===== config.mk =====
export PLATFORM = sky130hd
export DESIGN_NAME = mips_hazard_unit
export DESIGN_NICKNAME = d
export VERILOG_FILES = /design/src/rtl/mips_hazard_unit.sv
export SDC_FILE = /design/constraint.sdc
export NUM_CORES = 1
export LEC_CHECK = 0
export CORE_ASPECT_RATIO = 0.75
export CORE_UTILIZATION = 44
export CTS_CLUSTER_DIAMETER = 30
export CTS_CLUSTER_SIZE = 10
export DETAILED_ROUTE_END_ITERATION = 10
export GPL_ROUTABILITY_DRIVEN = 0
export GPL_TIMING_DRIVEN = 1
export MAX_ROUTING_LAYER = met4
export PLACE_DENSITY = 0.81
export RECOVER_POWER = 50
export SLEW_MARGIN = 10
export SYNTH_ARGS = -nofsm -noshare
export SYNTH_HDL_FRONTEND = slang
export SYNTH_SLANG_ARGS = --single-unit
export TNS_END_PERCENT = 5

===== constraint.sdc =====
create_clock -name clk -period 2.5 [get_ports clk]
set_clock_uncertainty 0.15 [all_clocks]
set_input_delay 0.5 -clock clk [delete_from_list [all_inputs] [get_ports clk]]
set_output_delay 0.5 -clock clk [all_outputs]
set_load 0.1 [all_outputs]

===== src/rtl/mips_hazard_unit.sv =====
// Scoreboard-based hazard and forwarding controller for the pipelined MIPS core.
// Tracks in-flight destinations from EX to WB and derives stall/flush/bubble and operand forward selects.
module mips_hazard_unit #(
  parameter int NSTAGE     = 3,
  parameter int REGBITS    = 5,
  parameter int ALU_AVAIL  = 1,
  parameter int LOAD_AVAIL = 2,
  parameter int FWD_EN     = 1,
  parameter int CNTW       = 16
) (
  input  logic               clk,
  input  logic               reset,
  input  logic               id_valid,
  input  logic [REGBITS-1:0] id_rs,
  input  logic [REGBITS-1:0] id_rt,
  input  logic               id_use_rs,
  input  logic               id_use_rt,
  input  logic               id_regwrite,
  input  logic               id_load,
  input  logic [REGBITS-1:0] id_wa,
  input  logic               redirect,
  input  logic               cnt_clr,
  output logic               stall,
  output logic               flush_ifid,
  output logic               bubble_idex,
  output logic [3:0]         fwd_a,
  output logic [3:0]         fwd_b,
  output logic [CNTW-1:0]    stall_cnt,
  output logic [CNTW-1:0]    flush_cnt
);

  logic [NSTAGE:1]    v_q, v_d;
  logic [NSTAGE:1]    wr_q, wr_d;
  logic [NSTAGE:1]    ld_q, ld_d;
  logic [REGBITS-1:0] wa_q [1:NSTAGE];
  logic [REGBITS-1:0] wa_d [1:NSTAGE];

  logic [NSTAGE:1]    match_rs, match_rt;
  logic [4:0]         res_rs, res_rt;
  logic [CNTW-1:0]    stall_cnt_q, stall_cnt_d;
  logic [CNTW-1:0]    flush_cnt_q, flush_cnt_d;

  // Picks the youngest matching stage and decides whether its result is already on a bus.
  // Returns {blocked, fwd_sel}; a blocked source reports select 0.
  function automatic logic [4:0] resolve(input logic [NSTAGE:1] m, input logic [NSTAGE:1] ld);
    int   k_sel;
    logic hit;
    logic ld_sel;
    logic blk;
    k_sel  = 0;
    hit    = 1'b0;
    ld_sel = 1'b0;
    for (int k = NSTAGE; k >= 1; k--) begin
      if (m[k]) begin
        k_sel  = k;
        ld_sel = ld[k];
        hit    = 1'b1;
      end
    end
    blk = 1'b0;
    if (hit) begin
      if (FWD_EN != 0) blk = ld_sel ? (k_sel < LOAD_AVAIL) : (k_sel < ALU_AVAIL);
      else             blk = (k_sel < NSTAGE);
    end
    return {blk, blk ? 4'd0 : 4'(k_sel)};
  endfunction

  always_comb begin
    match_rs = '0;
    match_rt = '0;
    for (int k = 1; k <= NSTAGE; k++) begin
      // wa != 0 keeps $0 from ever matching, even when a source reads $0.
      match_rs[k] = id_use_rs & v_q[k] & wr_q[k] & (wa_q[k] != '0) & (wa_q[k] == id_rs);
      match_rt[k] = id_use_rt & v_q[k] & wr_q[k] & (wa_q[k] != '0) & (wa_q[k] == id_rt);
    end
    res_rs = resolve(match_rs, ld_q);
    res_rt = resolve(match_rt, ld_q);
  end

  // The scoreboard clears asynchronously; flush is additionally gated so it is quiet during reset.
  always_comb begin
    flush_ifid  = redirect & reset;
    stall       = reset & id_valid & (res_rs[4] | res_rt[4]) & ~redirect;
    bubble_idex = stall | flush_ifid;
    fwd_a       = id_valid ? res_rs[3:0] : 4'd0;
    fwd_b       = id_valid ? res_rt[3:0] : 4'd0;
  end

  always_comb begin
    v_d     = '0;
    wr_d    = '0;
    ld_d    = '0;
    v_d[1]  = id_valid & ~bubble_idex;
    wr_d[1] = id_regwrite;
    ld_d[1] = id_load;
    wa_d[1] = id_wa;
    for (int k = 2; k <= NSTAGE; k++) begin
      v_d[k]  = v_q[k-1];
      wr_d[k] = wr_q[k-1];
      ld_d[k] = ld_q[k-1];
      wa_d[k] = wa_q[k-1];
    end
  end

  always_comb begin
    stall_cnt_d = stall_cnt_q;
    flush_cnt_d = flush_cnt_q;
    if (cnt_clr) begin
      stall_cnt_d = '0;
      flush_cnt_d = '0;
    end else begin
      if (stall && (stall_cnt_q != '1))      stall_cnt_d = stall_cnt_q + CNTW'(1);
      if (flush_ifid && (flush_cnt_q != '1)) flush_cnt_d = flush_cnt_q + CNTW'(1);
    end
  end

  always_ff @(posedge clk or negedge reset) begin
    if (!reset) begin
      v_q         <= '0;
      wr_q        <= '0;
      ld_q        <= '0;
      stall_cnt_q <= '0;
      flush_cnt_q <= '0;
    end else begin
      v_q         <= v_d;
      wr_q        <= wr_d;
      ld_q        <= ld_d;
      stall_cnt_q <= stall_cnt_d;
      flush_cnt_q <= flush_cnt_d;
    end
  end

  // Addresses are qualified by v, so they need no reset.
  always_ff @(posedge clk) begin
    for (int k = 1; k <= NSTAGE; k++) wa_q[k] <= wa_d[k];
  end

  assign stall_cnt = stall_cnt_q;
  assign flush_cnt = flush_cnt_q;

endmodule


==> results of run 1 <==
-- cells in the final DEF, fill, tap and decap left out, types with 3 or more instances in the layout --
master	instances
sky130_fd_sc_hd__and3_1	7
sky130_fd_sc_hd__clkbuf_8	5
sky130_fd_sc_hd__nand3_1	17
sky130_fd_sc_hd__buf_4	58
sky130_fd_sc_hd__xor2_1	21
sky130_fd_sc_hd__clkdlybuf4s50_1	15
sky130_fd_sc_hd__o21ai_0	12
sky130_fd_sc_hd__clkbuf_1	3
sky130_fd_sc_hd__or3_1	15
sky130_fd_sc_hd__nor2_1	26
sky130_fd_sc_hd__a21oi_1	15
sky130_fd_sc_hd__dlygate4sd2_1	7
sky130_fd_sc_hd__nand4_1	10
sky130_fd_sc_hd__buf_12	7
sky130_fd_sc_hd__nor4_1	4
sky130_fd_sc_hd__nand2_1	13
sky130_fd_sc_hd__inv_1	7
sky130_fd_sc_hd__dfrtp_1	39
sky130_fd_sc_hd__conb_1	4
sky130_fd_sc_hd__xnor2_1	21
sky130_fd_sc_hd__nor3_1	10
sky130_fd_sc_hd__dfxtp_1	13
-- cell type report --
| class | instances | area share |
|---|---|---|
| clock inverter | 1 | 0.00232 |
| sequential | 54 | 0.338 |
| inverter | 7 | 0.00695 |
| clock buffer | 7 | 0.0315 |
| timing repair buffer | 92 | 0.216 |
| multi-input combinational | 215 | 0.379 |
| tap | 78 | 0.0258 |
-- what timing repair did --
| item | in CTS | in global routing |
|---|---|---|
| resized for setup | 12 | 3 |
| buffers inserted | 1 | 0 |
| endpoints found under the setup margin | 17 | 19 |
| pin swaps | 12 | 5 |
-- metal layers --
metal  vias to the layer above  GRT usage
met5                         -          -
met4                         0     0.0803
met3                        12     0.0458
met2                        60      0.334
met1                      1174      0.291
li1                       1175          -
-- path summary, 6_finish.rpt --
path	slack, ns	depth (start not counted)	startpoint	end
worst max register to register	0.12	9	wa_q[0][7]	stall_cnt[13]
max in group asynchronous	1.74	2	reset	stall_cnt[0]
worst min register to register	0.23	0	wr_q[2]	wr_q[3]
worst min-delay path	0.12	2	reset	stall_cnt[15]
min in group clk	0.23	0	wr_q[2]	wr_q[3]
worst max-delay path	-0.52	6	wa_q[0][7]	fwd_b[0]
-- sequential cells by signal (all words and copies together) (netlist names) --
| signal | count |
|---|---|
| flush_cnt | 16 |
| ld_q | 1 |
| stall_cnt | 16 |
| v_q | 3 |
| wr_q | 3 |
| wa_q | 15 |
-- where the power goes --
| part | total [mW] | leakage (nW) | internal, mW | switching (mW) |
|---|---|---|---|---|
| clock | 0.617 | 0.0647 | 0.321 | 0.296 |
| sequential | 0.910 | 0.657 | 0.891 | 0.0190 |
| combinational | 0.242 | 0.858 | 0.0986 | 0.144 |
-- logic make-up (layout without fill, tap and decap cells) --
logic type | after synthesis | count (layout) | synth area share
AOI/OAI and AO/OA | 42 | 42 | 0.0989
xor gates and xnor gates | 42 | 42 | 0.135
adders and majority gates | 2 | 2 | 0.00920
buffers and inverters | 19 | 107 | 0.0373
DFF | 54 | 54 | 0.469
muxes | 3 | 3 | 0.0120
other | 1 | 4 | 0.00138
and+or+nand+nor | 122 | 122 | 0.237
==> impl_summary.md, run 1 <==
Routing
The count of unresolved DRC violations after routing is 0. The average wire per standard cell is 14.7 um. The number of nets with antenna violations after detailed routing is 0. The total met3 wirelength after detailed routing is 320 um.

After detailed routing, the number of vias per cell comes to 5.33. The number of optimization iterations in the first detailed-route pass is 4. The final routed wirelength across all metal layers is 6680 um. Wire segments on met2 add up to 3120 um in the final route. The top layer reached by signal wires is met4. The detailed router put a total of 3130 um of wire on met1. The number of design-rule violations left by the first detailed-router iteration is 143. The total number of vias is 2,421.

Clock tree
In this run the deepest clock path goes through 2 buffers. The clock-pin transition on the worst setup and hold timing paths is 0.10 ns. CTS placed an instance of sky130_fd_sc_hd__clkbuf_8 at the clock tree root.

The TritonCTS clock tree is built. The H-tree was split into 2 levels. At the later pin of the worst-skew pair, clock insertion delay measures 0.32 ns. The tree built by TritonCTS fans out to 54 sinks. The number of buffers inserted during clock tree synthesis is 5.

The cts-stage hold buffer count is 0.

Outcome
The final reports fail on negative setup slack. The flow ran to the end, but the final reports show violations.

STA
The number of max-slew violations in the final report is 0. At the pin with the least slew margin, the transition time is 0.542 ns. Adding up every negative setup slack in the final design gives -2.12 ns.

The worst-case setup margin in the final layout is -0.520 ns. Timing would allow up to 0.331 GHz. Setup repair after global routing could not meet its margin everywhere. The count of final hold-check violations is 0.

The worst path in the final design needs a cycle of 3.02 ns, including I/O delays and setup. The worst pin sits at a relative slew slack of 0.637. Across all hold checks on the routed design, the worst slack comes to 0.118 ns.

Of the available clock period, the critical path in the final layout requires 1.21. The total setup violations reported at the end of the flow is 8.

Setup path
The type of element launching the critical path is a flip-flop. The data required time at the worst endpoint is 1.85 ns. The buffer and inverter count on the worst path is 1.

The critical path goes through or3_4, o311a_4, and2_4, or4_4, a21oi_4, buf_12. The dominant delay contributor by cell family on the critical path is simple AND/OR/NAND/NOR gates. The slowest library cell on the worst path is sky130_fd_sc_hd__or4_4. STA classifies the critical path endpoint as a primary output.

The critical path is of the reg -> out type. The maximum fanout encountered on the critical timing path is 2. For this run, the slowest stage of the critical path takes 0.49 ns. The endpoint arrival time on the critical path is 2.37 ns.

Global route
The number of global-route vias before repair is 2,313. The initial antenna violation count is 0. The all-layer global routing usage is 0.220. The maximum number of pins on one net before global-route repair is 40. The first global-routing pass estimated 10,800 um of wire.

The total overflow left after global routing is 0.

Hold path
The tightest min-delay check is of the in -> async type.

Yosys
The area fraction of the dominant cell type after synthesis is 0.359. Sorting the synthesized cells by how often they occur yields sky130_fd_sc_hd__dfrtp_1 (39), sky130_fd_sc_hd__nor2_1 (28), sky130_fd_sc_hd__xnor2_1 (21), sky130_fd_sc_hd__xor2_1 (21). The async set-or-reset flop fraction in the synthesized netlist is 0.722. The number of distinct standard cells referenced by the synthesized netlist is 42. The most common cell in the synthesized netlist is sky130_fd_sc_hd__dfrtp_1. In the synthesized netlist, the number of instances is 285. Counting flops and latches in the post-synthesis netlist gives 54. Ranked by total cell area, the synthesized netlist is headed by sky130_fd_sc_hd__dfrtp_1 (36%), sky130_fd_sc_hd__dfxtp_1 (11%), sky130_fd_sc_hd__xnor2_1 (6.8%), sky130_fd_sc_hd__xor2_1 (6.8%), sky130_fd_sc_hd__nor2_1 (3.9%). The synthesis warning total is 0. The prevailing post-synth register cell is sky130_fd_sc_hd__dfrtp_1.

The synthesized design spends more area on one cell type than any other, namely sky130_fd_sc_hd__dfrtp_1. The synthesized netlist occupies a cell area of 0.00272 mm2. The average cell area after synthesis is 9.54 um2. The fraction of the yosys area taken by sequential cells is 0.469. The number of enable flip-flop cells after synthesis is 0.

Placed design
After detailed placement, the design holds a cell count of 445. The count of buffers from port buffering is 62. The placement-stage worst setup slack is -0.716 ns. Once detailed placement completed, the half-perimeter wirelength came to 5200 um. After detailed placement, the total cell area comes to 0.00363 mm2.

Finish
Relative to the synthesized area, the layout overhead comes to 39.0%. Once layout is complete, the utilization of the core stands at 0.642. The repair_antennas step left the layout with diodes totalling 0. The number of standard cells in the final layout excluding fillers is 454. Counting the fill cells in the layout gives 502. In the final layout, the multi-input gates occupy 0.00143 mm2. The total non-filler cell area in the finished layout is 0.00378 mm2.

The sequential cell area is 0.00128 mm2. Of the cells placed in the final design, the portion with a size suffix greater than 1 is 0.258. After the last flow step, the layout net total stands at 401.

Die
The chip height is 70.1 um. The effective utilization at floorplan is 0.462. The floorplan step defined a die boundary enclosing 0.00650 mm2. The die is 92.8 um wide. The count of standard-cell rows is 24. The total area inside the core boundary comes to 0.00589 mm2. For this design the top-level I/O count stands at 67.

Power
In this run the power density over the cells is 468 mW/mm2. After layout, the design draws a total of 1.77 mW. The standby leakage power is 1.58 nW. The worst-case vdd ir drop is 219 uV.

Job
Max-cap violations in this run came to 0.
Power figures use the tool's default switching activity.
==> run 2, diff against run 1 <==
Settings changed: CORE_UTILIZATION 44 to 55, DONT_BUFFER_PORTS set to 1, PLACE_DENSITY 0.81 to 0.79.
==> impl_summary.md, run 2 (same netlist as run 1, synthesis figures left out) <==
Setup path
Broken down by cell family, the worst path's largest delay share belongs to simple AND/OR/NAND/NOR gates. The slowest stage of the critical path is the sky130_fd_sc_hd__or4_4 cell. The endpoint arrival time on the critical path was 2.32 ns (-0.05 ns). The element type at the critical path end is a primary output. The data required time at the worst endpoint was 1.85 ns (about the same). The signal on the critical path passes through or3_4, o311a_4, and2_4, or4_4, a21oi_4, buf_12. The type of element launching the critical path is a flip-flop. The delay of the slowest critical-path stage is 0.49 ns (about the same).

The worst setup path is of the reg -> out kind. The buffer and inverter count on the worst path is 1 (unchanged). The maximum fanout encountered on the critical timing path is 2 (unchanged).

Finish
The area growth from synthesis to layout is 25.1%. The number of nets at the end of the flow is 368 (-8.2%). The share of post-route cells with drive strength above 1 is 0.233 (-0.0247).

The top cell types in the final layout, fill and taps aside, are sky130_fd_sc_hd__buf_4 (47), sky130_fd_sc_hd__dfrtp_1 (39), sky130_fd_sc_hd__nor2_1 (26), sky130_fd_sc_hd__xor2_1 (21), sky130_fd_sc_hd__xnor2_1 (21). The count of inserted antenna diode cells was 0 (unchanged). The library cell used most frequently in the layout, excluding fill and tap cells, is sky130_fd_sc_hd__buf_4.

Global route
The leftover overflow at the end of global routing is 0 (unchanged). The number of global-route vias before repair is 2,126 (-8.1%). The all-layer global routing usage was 0.256 (+0.0357). The first-pass GRT wire length came to 10,200 um (-5.4%). The maximum number of pins on one net before global-route repair is 40 (unchanged). The initial antenna violation count is 0 (unchanged).

Clock tree
TritonCTS built the clock tree. The latest clock arrival within the worst-skew pair is 0.30 ns (-0.02 ns). The clock tree buffer depth is 2 (unchanged). The number of buffers inserted during clock tree synthesis is 5 (unchanged). The number of buffers inserted to repair setup after CTS is 0 (-1). The number of sinks handled by clock tree synthesis was 54 (unchanged).

The total number of H-tree levels came to 2 (unchanged). The clock-pin transition on the worst setup and hold timing paths is 0.09 ns (about the same). The clock tree root driver cell is sky130_fd_sc_hd__clkbuf_8.

Die
The count of boundary I/O pins was 67 (unchanged). The core outline area is 0.00460 mm2 (-22%). The chip height came to 62.9 um (-10%). The count of standard-cell rows came to 21 (-13%).

The floorplan die width is 83.2 um (-10%). The die area is 0.00523 mm2 (-20%). The effective utilization at floorplan came to 0.591 (+0.129).

Outcome
The final reports fail on negative setup slack. The run finished, with violations left.

Routing
The count of unresolved DRC violations after routing is 0 (unchanged). The final routed wirelength across all metal layers came to 6270 um (-6.2%). The highest layer touched by signal routing is met4. The detailed-routing wirelength on met1 came to 2800 um (-10%). The total length of routed met2 wires is 2890 um (-7.4%). The total met3 wirelength after detailed routing is 476 um (+49%).

The total number of vias is 2,320 (-4.2%). The number of nets with antenna violations after detailed routing is 0 (unchanged). The number of design-rule violations left by the first detailed-router iteration was 133 (-7.0%). The average wire per standard cell is 15.7 um (+6.4%). The via count normalized by instance count is 5.80 (+8.8%). The number of optimization iterations in the first detailed-route pass is 4 (unchanged).

Placed design
The placement-stage worst setup slack is -0.223 ns (+0.493 ns). The HPWL reported at the end of detailed placement is 4730 um (-9.0%). The count of buffers from port buffering is 0 (-100%).

STA
The final clock period utilization by the worst path is 1.19 (-0.0201). The worst hold slack is 0.0677 ns (-0.0504 ns). The number of max-slew violations in the final report is 0 (unchanged). The upper clock frequency limit came to 0.337 GHz (+1.7%). The total setup violations reported at the end of the flow is 6 (-2). The count of final hold-check violations is 0 (unchanged). Setup repair after global routing could not meet its margin everywhere.

The final critical path time including I/O delays and setup was 2.97 ns (-0.0503 ns). The worst-case setup margin in the final layout is -0.470 ns (+0.0503 ns).

Job
The count of maximum capacitance violations is 0 (unchanged).

Power
The standby leakage power is 1.41 nW (-11%). The power per cell area is 452 mW/mm2 (-3.4%). The worst-case vdd ir drop is 296 uV (+35%).

Hold path
The type of the most critical hold path is in -> reg.
## run 2: cell count changes in the layout (fill, tap and decap cells not counted), sizes merged
cell	previous run	this run
dlygate4sd2	7	0
clkinv	1	2
buf	67	55
clkdlybuf4s50	15	0
clkbuf	10	9
dlygate4sd3	0	1
## run 2: where the power goes
group | switching [mW] | internal (mW)
combinational | 0.113 | 0.0603
clock | 0.263 | 0.195
sequential | 0.0170 | 0.891
## run 2: per-layer routing
layer  up-vias  track usage
li1       1111            -
met1      1103        0.338
met2        91        0.376
met3        15       0.0806
met4         0       0.0797
met5         -            -
## run 2: layout make-up
| type | count | area [um2] |
|---|---|---|
| well taps | 57 | 71.3 |
| flip-flops and latches | 54 | 1280 |
| multi-input cells | 215 | 1420 |
| clock buffers | 6 | 72.6 |
| fillers | 327 | 1200 |
| repair buffers | 59 | 526 |
| clock inverters | 2 | 10.0 |
| inverters | 7 | 26.3 |
## run 2: worst paths after layout
check | startpoint | end | slack [ns] | depth (start not counted)
min in group asynchronous | reset | flush_cnt[11] | 0.51 | 2
worst max register to register | wa_q[0][7] | stall_cnt[7] | 0.14 | 9
max in group asynchronous | reset | stall_cnt[7] | 1.49 | 2
worst max-delay path | wa_q[0][5] | fwd_b[0] | -0.47 | 6
worst min-delay path | id_load | ld_q[1] | 0.07 | 0
worst min register to register | wr_q[2] | wr_q[3] | 0.25 | 0
## run 2: metrics by stage
step	TNS, ns	util	cell area (um2)	power (mW)	instances
final	-1.15	0.740	3400	1.54	400
after floorplan	-5.31	-	2780	1.05	288
after global routing	-1.94	0.740	3400	1.61	400
after global placement	-0.187	0.713	3280	1.08	390
after CTS	-1.23	0.738	3390	1.56	400
after detailed placement	-0.223	0.713	3280	1.08	390
## run 2: timing repair
action                                  CTS  global route
hold buffers                              2             0
endpoints found under the setup margin    6            10
gates resized for setup                   1             4
endpoints found under the hold margin    39             0
cloned                                    0             0
pin swaps                                 6             2
